<file path="config.mk">
export PLATFORM = sky130hd
export DESIGN_NAME = lsu_mem_ctrl
export DESIGN_NICKNAME = d
export VERILOG_FILES = /design/src/rtl/lsu_mem_ctrl_pkg.sv /design/src/rtl/lsu_mem_ctrl_lane_align.sv /design/src/rtl/lsu_mem_ctrl.sv
export SDC_FILE = /design/constraint.sdc
export NUM_CORES = 1
export LEC_CHECK = 0
export ABC_AREA = 0
export BUFFER_PORTS_ARGS = -buffer_cell sky130_fd_sc_hd__buf_2
export CORE_ASPECT_RATIO = 1.25
export CORE_MARGIN = 2
export CORE_UTILIZATION = 35
export CTS_CLUSTER_DIAMETER = 40
export DETAILED_ROUTE_END_ITERATION = 8
export SLEW_MARGIN = 20
export SYNTH_ARGS = -nofsm -noshare
export SYNTH_HDL_FRONTEND = slang
export SYNTH_SLANG_ARGS = --single-unit
</file>
<file path="constraint.sdc">
create_clock -name clk -period 2.25 [get_ports clk]
set_input_delay 0.1125 -clock clk [delete_from_list [all_inputs] [get_ports clk]]
set_output_delay 0.1125 -clock clk [all_outputs]
set_load 0.005 [all_outputs]
</file>
<file path="src/rtl/lsu_mem_ctrl_pkg.sv">
// Shared types and helpers for the memory-stage load/store controller.
package lsu_mem_ctrl_pkg;

  localparam int DATA_W = 32;

  typedef enum logic [3:0] {
    AM_LB   = 4'b0000,
    AM_LH   = 4'b0001,
    AM_LW   = 4'b0010,
    AM_LBU  = 4'b0011,
    AM_LHU  = 4'b0100,
    AM_SB   = 4'b0101,
    AM_SH   = 4'b0110,
    AM_SW   = 4'b0111,
    AM_NONE = 4'b1000
  } addr_mode_t;

  typedef enum logic [1:0] {
    S_IDLE = 2'b00,
    S_REQ  = 2'b01,
    S_WAIT = 2'b10,
    S_DONE = 2'b11
  } lsu_state_t;

  function automatic logic is_store(input addr_mode_t m);
    logic r;
    case (m)
      AM_SB, AM_SH, AM_SW: r = 1'b1;
      default:             r = 1'b0;
    endcase
    return r;
  endfunction

  function automatic logic is_misaligned(input addr_mode_t m, input logic [1:0] off);
    logic r;
    case (m)
      AM_LH, AM_LHU, AM_SH: r = off[0];
      AM_LW, AM_SW:         r = (off != 2'b00);
      default:              r = 1'b0;
    endcase
    return r;
  endfunction

endpackage

</file>
<file path="src/rtl/lsu_mem_ctrl_lane_align.sv">
// Store byte-enable/lane steering and load byte/half extraction with extension.
module lsu_mem_ctrl_lane_align
  import lsu_mem_ctrl_pkg::*;
(
  input  addr_mode_t        st_mode_i,
  input  logic [1:0]        st_off_i,
  input  logic [DATA_W-1:0] st_data_i,
  output logic [3:0]        st_be_o,
  output logic [DATA_W-1:0] st_wdata_o,
  input  addr_mode_t        ld_mode_i,
  input  logic [1:0]        ld_off_i,
  input  logic [DATA_W-1:0] ld_rdata_i,
  output logic [DATA_W-1:0] ld_data_o
);

  logic [DATA_W-1:0] ld_shift_s;
  logic [7:0]        ld_byte_s;
  logic [15:0]       ld_half_s;

  // Byte enables follow access size; only stores put data on the lanes.
  always_comb begin
    st_be_o    = 4'b0000;
    st_wdata_o = 32'h0000_0000;
    case (st_mode_i)
      AM_LB, AM_LBU: st_be_o = 4'b0001 << st_off_i;
      AM_LH, AM_LHU: st_be_o = 4'b0011 << st_off_i;
      AM_LW:         st_be_o = 4'b1111;
      AM_SB: begin
        st_be_o    = 4'b0001 << st_off_i;
        st_wdata_o = {4{st_data_i[7:0]}};
      end
      AM_SH: begin
        st_be_o    = 4'b0011 << st_off_i;
        st_wdata_o = {2{st_data_i[15:0]}};
      end
      AM_SW: begin
        st_be_o    = 4'b1111;
        st_wdata_o = st_data_i;
      end
      default: begin
        st_be_o    = 4'b0000;
        st_wdata_o = 32'h0000_0000;
      end
    endcase
  end

  // Pick the addressed byte/half out of the returned word and extend it.
  always_comb begin
    ld_shift_s = ld_rdata_i >> {ld_off_i, 3'b000};
    ld_byte_s  = ld_shift_s[7:0];
    ld_half_s  = ld_off_i[1] ? ld_rdata_i[31:16] : ld_rdata_i[15:0];
    case (ld_mode_i)
      AM_LB:   ld_data_o = {{24{ld_byte_s[7]}}, ld_byte_s};
      AM_LBU:  ld_data_o = {24'h00_0000, ld_byte_s};
      AM_LH:   ld_data_o = {{16{ld_half_s[15]}}, ld_half_s};
      AM_LHU:  ld_data_o = {16'h0000, ld_half_s};
      AM_LW:   ld_data_o = ld_rdata_i;
      default: ld_data_o = 32'h0000_0000;
    endcase
  end

endmodule

</file>
<file path="src/rtl/lsu_mem_ctrl.sv">
// M-stage load/store controller: request/wait/done handshake with the data
// memory, stall generation, misalignment drop and response timeout.
module lsu_mem_ctrl
  import lsu_mem_ctrl_pkg::*;
#(
  parameter int TIMEOUT_CYCLES = 64,
  parameter int CNT_W          = $clog2(TIMEOUT_CYCLES + 1)
) (
  input  logic              clk,
  input  logic              rst,
  input  logic [3:0]        AddrModeM,
  input  logic [DATA_W-1:0] ALUResultM,
  input  logic [DATA_W-1:0] WriteDataM,
  output logic [DATA_W-1:0] ReadDataM,
  output logic              stallM,
  output logic              misalignM,
  output logic              timeoutM,
  output logic              mem_req,
  input  logic              mem_ready,
  output logic              mem_we,
  output logic [DATA_W-1:0] mem_addr,
  output logic [3:0]        mem_be,
  output logic [DATA_W-1:0] mem_wdata,
  input  logic              mem_rvalid,
  input  logic [DATA_W-1:0] mem_rdata
);

  lsu_state_t        state_q, state_d;
  logic [CNT_W-1:0]  cnt_q, cnt_d, cnt_inc_s;
  logic [DATA_W-1:0] rdata_q, rdata_d;
  logic              misalign_q, misalign_d;
  logic              timeout_q, timeout_d;
  logic              req_q, req_d;
  logic              we_q, we_d;
  logic [DATA_W-1:0] addr_q, addr_d;
  logic [3:0]        be_q, be_d;
  logic [DATA_W-1:0] wdata_q, wdata_d;
  addr_mode_t        mode_q, mode_d;
  logic [1:0]        off_q, off_d;

  addr_mode_t        mode_in_s;
  logic              op_valid_s, op_mis_s, stall_s;
  logic [3:0]        st_be_s;
  logic [DATA_W-1:0] st_wdata_s, ld_data_s;

  // Non-memory encodings are mapped to AM_NONE so no out-of-range enum value exists.
  always_comb begin
    if (AddrModeM[3]) begin
      mode_in_s = AM_NONE;
    end else begin
      mode_in_s = addr_mode_t'(AddrModeM);
    end
    op_valid_s = ~AddrModeM[3];
    op_mis_s   = op_valid_s & is_misaligned(mode_in_s, ALUResultM[1:0]);
  end

  // Store lanes come from the live op; load extraction uses the captured op.
  lsu_mem_ctrl_lane_align u_lane_align (
    .st_mode_i  (mode_in_s),
    .st_off_i   (ALUResultM[1:0]),
    .st_data_i  (WriteDataM),
    .st_be_o    (st_be_s),
    .st_wdata_o (st_wdata_s),
    .ld_mode_i  (mode_q),
    .ld_off_i   (off_q),
    .ld_rdata_i (mem_rdata),
    .ld_data_o  (ld_data_s)
  );

  // Stall must rise in the same cycle the op is first seen, so it is decoded from state.
  always_comb begin
    case (state_q)
      S_IDLE:  stall_s = op_valid_s & ~op_mis_s;
      S_REQ:   stall_s = 1'b1;
      S_WAIT:  stall_s = 1'b1;
      default: stall_s = 1'b0;
    endcase
  end

  assign stallM = stall_s;

  // Next-state and next-output computation for the access handshake.
  always_comb begin
    state_d    = state_q;
    cnt_d      = cnt_q;
    rdata_d    = rdata_q;
    misalign_d = 1'b0;
    timeout_d  = 1'b0;
    req_d      = req_q;
    we_d       = we_q;
    addr_d     = addr_q;
    be_d       = be_q;
    wdata_d    = wdata_q;
    mode_d     = mode_q;
    off_d      = off_q;
    cnt_inc_s  = cnt_q + CNT_W'(1);
    case (state_q)
      S_IDLE: begin
        if (op_valid_s && !op_mis_s) begin
          state_d = S_REQ;
          req_d   = 1'b1;
          we_d    = is_store(mode_in_s);
          addr_d  = {ALUResultM[31:2], 2'b00};
          be_d    = st_be_s;
          wdata_d = st_wdata_s;
          mode_d  = mode_in_s;
          off_d   = ALUResultM[1:0];
          cnt_d   = '0;
        end else if (op_mis_s) begin
          misalign_d = 1'b1;
          rdata_d    = 32'h0000_0000;
        end else begin
          state_d = S_IDLE;
        end
      end
      S_REQ: begin
        if (mem_ready) begin
          state_d = S_WAIT;
          req_d   = 1'b0;
        end else begin
          state_d = S_REQ;
        end
      end
      S_WAIT: begin
        cnt_d = cnt_inc_s;
        // A response in the final allowed cycle still wins over the timeout.
        if (mem_rvalid) begin
          state_d = S_DONE;
          cnt_d   = '0;
          if (!is_store(mode_q)) begin
            rdata_d = ld_data_s;
          end else begin
            rdata_d = rdata_q;
          end
        end else if (cnt_inc_s == CNT_W'(TIMEOUT_CYCLES)) begin
          state_d   = S_DONE;
          cnt_d     = '0;
          timeout_d = 1'b1;
          rdata_d   = 32'h0000_0000;
        end else begin
          state_d = S_WAIT;
        end
      end
      S_DONE: begin
        state_d = S_IDLE;
      end
      default: begin
        state_d = S_IDLE;
        req_d   = 1'b0;
        cnt_d   = '0;
      end
    endcase
  end

  // State and registered outputs; reset returns to IDLE and drops any request.
  always_ff @(posedge clk) begin
    if (rst) begin
      state_q    <= S_IDLE;
      cnt_q      <= '0;
      rdata_q    <= 32'h0000_0000;
      misalign_q <= 1'b0;
      timeout_q  <= 1'b0;
      req_q      <= 1'b0;
      we_q       <= 1'b0;
      addr_q     <= 32'h0000_0000;
      be_q       <= 4'b0000;
      wdata_q    <= 32'h0000_0000;
      mode_q     <= AM_NONE;
      off_q      <= 2'b00;
    end else begin
      state_q    <= state_d;
      cnt_q      <= cnt_d;
      rdata_q    <= rdata_d;
      misalign_q <= misalign_d;
      timeout_q  <= timeout_d;
      req_q      <= req_d;
      we_q       <= we_d;
      addr_q     <= addr_d;
      be_q       <= be_d;
      wdata_q    <= wdata_d;
      mode_q     <= mode_d;
      off_q      <= off_d;
    end
  end

  assign ReadDataM = rdata_q;
  assign misalignM = misalign_q;
  assign timeoutM  = timeout_q;
  assign mem_req   = req_q;
  assign mem_we    = we_q;
  assign mem_addr  = addr_q;
  assign mem_be    = be_q;
  assign mem_wdata = wdata_q;

endmodule

</file>
==> results of run 1 <==
metal layers:
layer | share of wire | GRT usage
met5 | 0.00074 | 0
met4 | 0.015 | 0.0718
met3 | 0.067 | 0.0585
met2 | 0.50 | 0.339
met1 | 0.41 | 0.227
worst max-delay path: cells and delay by family, from the launching register on:
family                     cells  cell delay, ns
and+or+nand+nor                4            0.57
DFF                            1            0.33
AOI/OAI and AO/OA              1            0.27
adders and majority gates      1            0.22
buffers and inverters          2            0.20
cell type report:
type,instances,area (um^2)
clock inverters,11,123
well taps,220,275
fillers,1628,8400
flip-flops and latches,117,2340
multi-input cells,526,3270
clock buffers,21,470
repair buffers,279,1730
inverters,7,26.3
logic make-up (layout without fill, tap and decap cells):
group,Yosys count,count (layout),share of synthesized area
AND/OR/NAND/NOR,261,261,0.205
XOR/XNOR,4,4,0.00596
adder cells (fa/ha/maj),5,5,0.0106
other,1,2,0.000638
AO/OA/AOI/OAI,186,186,0.188
flip-flops,117,117,0.398
buffers and inverters,64,318,0.0511
multiplexers,68,68,0.140
cell usage in the layout, fill, tap and decap left out, types with 21 or more instances in the layout:
cell and n:
a21oi_1 119, buf_2 205, buf_4 33, dfxtp_1 116, dlygate4sd3_1 36, mux2_2 28, mux2_4 22, nand2_1 128
nor2_1 55, nor2b_1 29, o21ai_0 21
power breakdown:
part           internal, uW  total [uW]  switching [uW]
clock network          1720        2680             968
logic                   394         854             460
registers              2150        2200            46.2
Yosys cell counts, types with 3 or more instances:
master	count
buf_2	20
dfxtp_1	117
nand2_1	128
a32o_1	7
buf_6	3
a22oi_1	18
a31oi_1	3
buf_1	5
buf_4	3
o21ai_0	21
clkbuf_1	25
nor2b_1	29
ha_1	5
nor2_1	56
nand2b_1	10
nor3_1	5
or4_1	4
mux2_2	28
mux2_4	22
inv_1	7
nor3b_1	3
mux2i_1	18
nand3_1	5
a21oi_1	119
or2_2	3
stage by stage:
stage	hold slack (ns)	worst slack [ns]	util	area (um^2)
floorplan	0.220	0.262	-	5880
global placement	0.352	0.129	0.435	7250
detailed placement	0.359	0.101	0.435	7250
CTS	0.00364	0.0471	0.493	8210
global route	0.0191	0.00525	0.495	8250
finish	0.0142	0.126	0.495	8250
state kept, by name, summed over array words and instances, names as in the netlist, named ones only:
name and cells:
mode_q 4, timeoutM 1, state_q 1, off_q 2, cnt_q 7, misalignM 1, ReadDataM 32, mem_wdata 32
mem_req 1, mem_be 4, mem_addr 30, mem_we 1
how the worst min path moves through the flow:
stage                                end  slack (ns)
2_1_floorplan       mem_req$_SDFFE_PP0P_        0.22
3_3_place_gp    mem_addr[9]$_SDFFE_PP0P_        0.35
3_5_place_dp   mem_addr[24]$_SDFFE_PP0P_        0.36
4_1_cts        mem_wdata[7]$_SDFFE_PP0P_       0.004
5_1_grt        mem_wdata[7]$_SDFFE_PP0P_        0.02
6_report       mem_wdata[5]$_SDFFE_PP0P_        0.01
repair_timing:
| action | in CTS | in global routing |
|---|---|---|
| pin swaps | 1 | 0 |
| resized for setup | 2 | 3 |
| endpoints found under the setup margin | 1 | 19 |
| hold endpoints to repair | 37 | 0 |
| hold buffers | 36 | 0 |
| buffers inserted | 1 | 3 |
==> run_results.csv, run 1 <==
group,metric,value,unit
outcome,status,"finished, final reports clean",
worst_setup_path,critical_path.max_fanout,6,
worst_setup_path,slowest_delay,0.33,ns
worst_setup_path,worstReg2RegEnd,"ReadDataM[29]$_SDFFE_PP0P_",
worst_setup_path,cp_common_cell,"nor2_1",
route,dr.pass1.iters,5,
timing,report.final.slew_viol_count,0,
worst_setup_path,crit_chain,"inv_1 -> ha_2 -> and3b_1 -> a32o_2 -> or2_4 -> nor2_1 -> nor2_1 -> buf_2",
worst_setup_path,cp_slowest_cell,"dfxtp_1",
route,routed_wl,17.6,mm
clocking,numClockSinks,117,
route,avgRoutedWirePerCell,14.9,um
floorplan,die_h,149,um
placement,place_congestion,0.831,
layout,syn_to_final_growth,40.2,%
worst_setup_path,critPathKind,"reg -> out",
timing,rsz0062_at_grt,"no",
timing,fin_crit,2.12,ns
route,drt_iter0_drc,350,
min_path,hp-start,"WriteDataM[5]",
synth,synthesis.area,5880,um^2
timing,fmax,471,MHz
floorplan,core_area,16600,um^2
grt,grt_pass1_wl,28.2,mm
timing,skew,0.00862,ns
worst_setup_path,ff2ff_setup_slack,0.18,ns
job,maxCapViolations,0,
placement,dp.cells,1109,
synth,synth-async-reset-ratio,0,
clocking,cts_root_buf,"clkbuf_16",
layout,diodes,0,
synth,yosys_warnings,0,
synth,synth.avg_cell_area,8.33,um^2
grt,grt_util_all_layers,0.196,
synth,synth-edff-count,0,
pwr,irDropWorstVdd,0.398,mV
floorplan,fp.dieArea,17900,um^2
worst_setup_path,worstPathRequired,2.14,ns
timing,final.setup.tns,0,ns
worst_setup_path,endpoint_kind,"primary output",
placement,io_buffers,206,
worst_setup_path,crit_start,"state_q[0]$_SDFFE_PP0P_",
timing,setup_viol,0,
grt,grt_max_degree,120,
clocking,cts_buffers,17,
layout,nNetsFinal,1057,
worst_setup_path,endpoint,"stallM",
synth,ys.flop_type,"dfxtp_1",
clocking,clk_latency,0.41,ns
synth,ys_types,57,
synth,yosysTopAreaCell,"dfxtp_1",
floorplan,io_pins,209,
floorplan,placementRows,53,
placement,hpwl,12.3,mm
pwr,powerDensity,696,nW/um^2
clocking,cts_max_level,4,
clocking,path_clk_slew,0.06,ns
synth,synth-seq-cells,117,
worst_setup_path,cp-start-kind,"flop",
clocking,cts_tree,"built",
grt,overflow,0,
timing,fin_crit_sh,0.944,
route,routed_via_density,4.98,
clocking,clockBufferDepth,2,
min_path,hold_class,"in -> reg",
grt,first_global_vias,5789,
timing,hold_viol_final,0,
timing,maxSlewHeadroom,0.420,
floorplan,die_width,120,um
grt,antenna_found_initial,1,
pwr,leakage,0.00370,uW
pwr,finalPower,5740,uW
route,ant_nets,0,
synth,yosys-top-cells-area,"dfxtp_1, a21oi_1, nand2_1",
worst_setup_path,reg2reg_depth,7,
synth,synth_top_area_share,0.398,
min_path,holdPathStages,3,
worst_setup_path,crit_arrival,2.01,ns
timing,worstMarginPinSlew,0.868,ns
route,drc,0,
worst_setup_path,r2r_start,"cnt_q[1]$_SDFFE_PP0P_",
layout,fin_cells,1181,
synth,yosysSeqAreaShare,0.398,
route,via_count,5879,
floorplan,initial_utilization,0.353,
layout,drive_gt1_frac,0.354,
synth,synthCells,706,
(Power assumes the default switching activity.)
==> run 2: changes to the inputs <==
Settings changed: CTS_BUF_LIST set to sky130_fd_sc_hd__clkbuf_8.
==> run 2 against run 1 <==
  * Count of clock-buffer cells in the layout fell by 1
  * Critical path depth did not move
  * Largest cell class unchanged
  * Non-clock buffer count rose by 8
  * First-iteration DRC count grew 1.7%
  * Sequential share of layout area up 0.36 points
  * Setup slack lost 0.018 ns
  * Wire length is 0.73% higher
  * Global-route usage increased by 0.11 points
==> run_results.csv, run 2 (synthesis results as in run 1) <==
group,metric,value,unit
outcome,status,"finished, final reports clean",
floorplan,initial_utilization,0.353,
layout,drive_gt1_frac,0.355,
worst_setup_path,endpoint_kind,"primary output",
clocking,cts_tree,"built",
grt,grt_util_all_layers,0.197,
pwr,powerDensity,617,nW/um^2
clocking,numClockSinks,117,
layout,syn_to_final_growth,38.6,%
layout,final_common_cell,"buf_2",
worst_setup_path,crit_arrival,2.03,ns
worst_setup_path,cp_slowest_cell,"dfxtp_2",
route,avgRoutedWirePerCell,14.9,um
route,ant_nets,0,
grt,overflow,0,
worst_setup_path,worstReg2RegEnd,"ReadDataM[11]$_SDFFE_PP0P_",
floorplan,die_width,120,um
min_path,whs_endpoint,"mem_be[3]$_SDFFE_PP0P_",
timing,hold_viol_final,0,
clocking,clk_latency,0.43,ns
worst_setup_path,ff2ff_setup_slack,0.19,ns
grt,first_global_vias,5745,
grt,grt_pass1_wl,28.4,mm
floorplan,placementRows,53,
route,drt_iter0_drc,356,
route,routed_wl,17.8,mm
timing,fin_crit,2.14,ns
worst_setup_path,cp_common_cell,"nor2_1",
clocking,clockBufferDepth,2,
layout,final_cell_mix,"buf_2, nand2_1, a21oi_1, dfxtp_1, nor2_1",
placement,placed_area,7250,um^2
clocking,cts_root_buf,"clkbuf_8",
grt,antenna_found_initial,1,
worst_setup_path,crit_chain,"inv_1 -> ha_4 -> and3b_1 -> a32o_2 -> or2_4 -> nor2_1 -> nor2_1 -> buf_2",
route,drc,0,
worst_setup_path,critical_path.max_fanout,6,
timing,setup_viol,0,
pwr,finalPower,5030,uW
layout,nNetsFinal,1065,
layout,stdcell_area,8150,um^2
timing,report.final.slew_viol_count,0,
clocking,path_clk_slew,0.08,ns
worst_setup_path,r2r_start,"cnt_q[1]$_SDFFE_PP0P_",
placement,hpwl,12.3,mm
worst_setup_path,critPathKind,"reg -> out",
pwr,irDropWorstVdd,0.372,mV
floorplan,io_pins,209,
timing,worstMarginPinSlew,0.851,ns
grt,grt_max_degree,120,
timing,skew,0.00757,ns
route,via_count,5907,
clocking,cts_max_level,4,
timing,maxSlewHeadroom,0.432,
timing,fin_crit_sh,0.952,
layout,diodes,0,
layout,final_core_util,0.490,
worst_setup_path,cp-start-kind,"flop",
worst_setup_path,worstPathRequired,2.14,ns
floorplan,die_h,149,um
worst_setup_path,slowest_delay,0.35,ns
worst_setup_path,reg2reg_depth,7,
min_path,hp-start,"AddrModeM[3]",
pwr,leakage,0.00366,uW
min_path,hold_class,"in -> reg",
job,maxCapViolations,0,
floorplan,fp.dieArea,17900,um^2
route,dr.pass1.iters,5,
floorplan,core_area,16600,um^2
min_path,holdPathStages,4,
clocking,cts_buffers,17,
placement,io_buffers,206,
placement,place_congestion,0.831,
route,routed_via_density,4.97,
timing,fmax,467,MHz
## run 2: changes by cell type in the layout (fill, tap and decap cells not counted), moves of 2 or more
cell | previous run | this run
clkbuf_16 | 17 | 0
clkbuf_8 | 3 | 20
buf_4 | 33 | 35
dlygate4sd3_1 | 36 | 42
## run 2: per-layer routing
metal / vias up / wire length (um) / global-route usage
li1: 2935 / - / -
met1: 2731 / 7400 / 0.233
met3: 25 / 1170 / 0.0577
met4: 2 / 339 / 0.0659
met5: - / 13 / 0
met2: 214 / 8830 / 0.339
## run 2: cell type report
class	instances	area [um^2]
fillers	1641	8500
inverters	7	26.3
well taps	220	275
clock buffers	20	275
repair buffers	287	1810
clock inverters	12	126
multi-input cells	526	3290
flip-flops and latches	117	2340
## run 2: metrics by stage
stage	TNS, ns	worst slack [ns]	instances	hold slack (ns)
floorplan	0	0.262	707	0.220
global placement	0	0.129	1109	0.352
detailed placement	0	0.101	1109	0.359
CTS	0	0.0546	1184	0.0145
global route	-0.00965	-0.00965	1189	0.0347
finish	0	0.108	1189	0.0487
## run 2: power by group
part | total [uW] | switching [uW] | internal, uW
sequential | 2200 | 46.4 | 2150
clock | 1960 | 892 | 1070
combinational | 870 | 466 | 404
## run 2: how the worst max path moves through the flow
stage                                 start                          to  slack [ns]
CTS                                    flop                      stallM        0.05
detailed placement    cnt_q[1]$_SDFFE_PP0P_  ReadDataM[29]$_SDFFE_PP0P_        0.10
global placement      cnt_q[1]$_SDFFE_PP0P_  ReadDataM[29]$_SDFFE_PP0P_        0.13
global route        state_q[0]$_SDFFE_PP0P_                      stallM       -0.01
floorplan           state_q[0]$_SDFFE_PP0P_  ReadDataM[10]$_SDFFE_PP0P_        0.26
finish                                 flop                      stallM        0.11
## run 2: timing repair
item / 4_1_cts / 5_1_grt
setup buffers: 1 / 5
pin swaps: 1 / 0
endpoints found under the hold margin: 44 / 0
resized for setup: 4 / 4
hold buffers: 42 / 0
gates cloned: 0 / 0
setup endpoints to repair: 1 / 18
## run 2: worst max-delay path: cells and delay by family (launching register included)
kind / cells / cell delay (ns)
buf+inv: 2 / 0.22
simple gates: 4 / 0.56
fa+ha+maj: 1 / 0.19
compound gates: 1 / 0.27
flops: 1 / 0.35
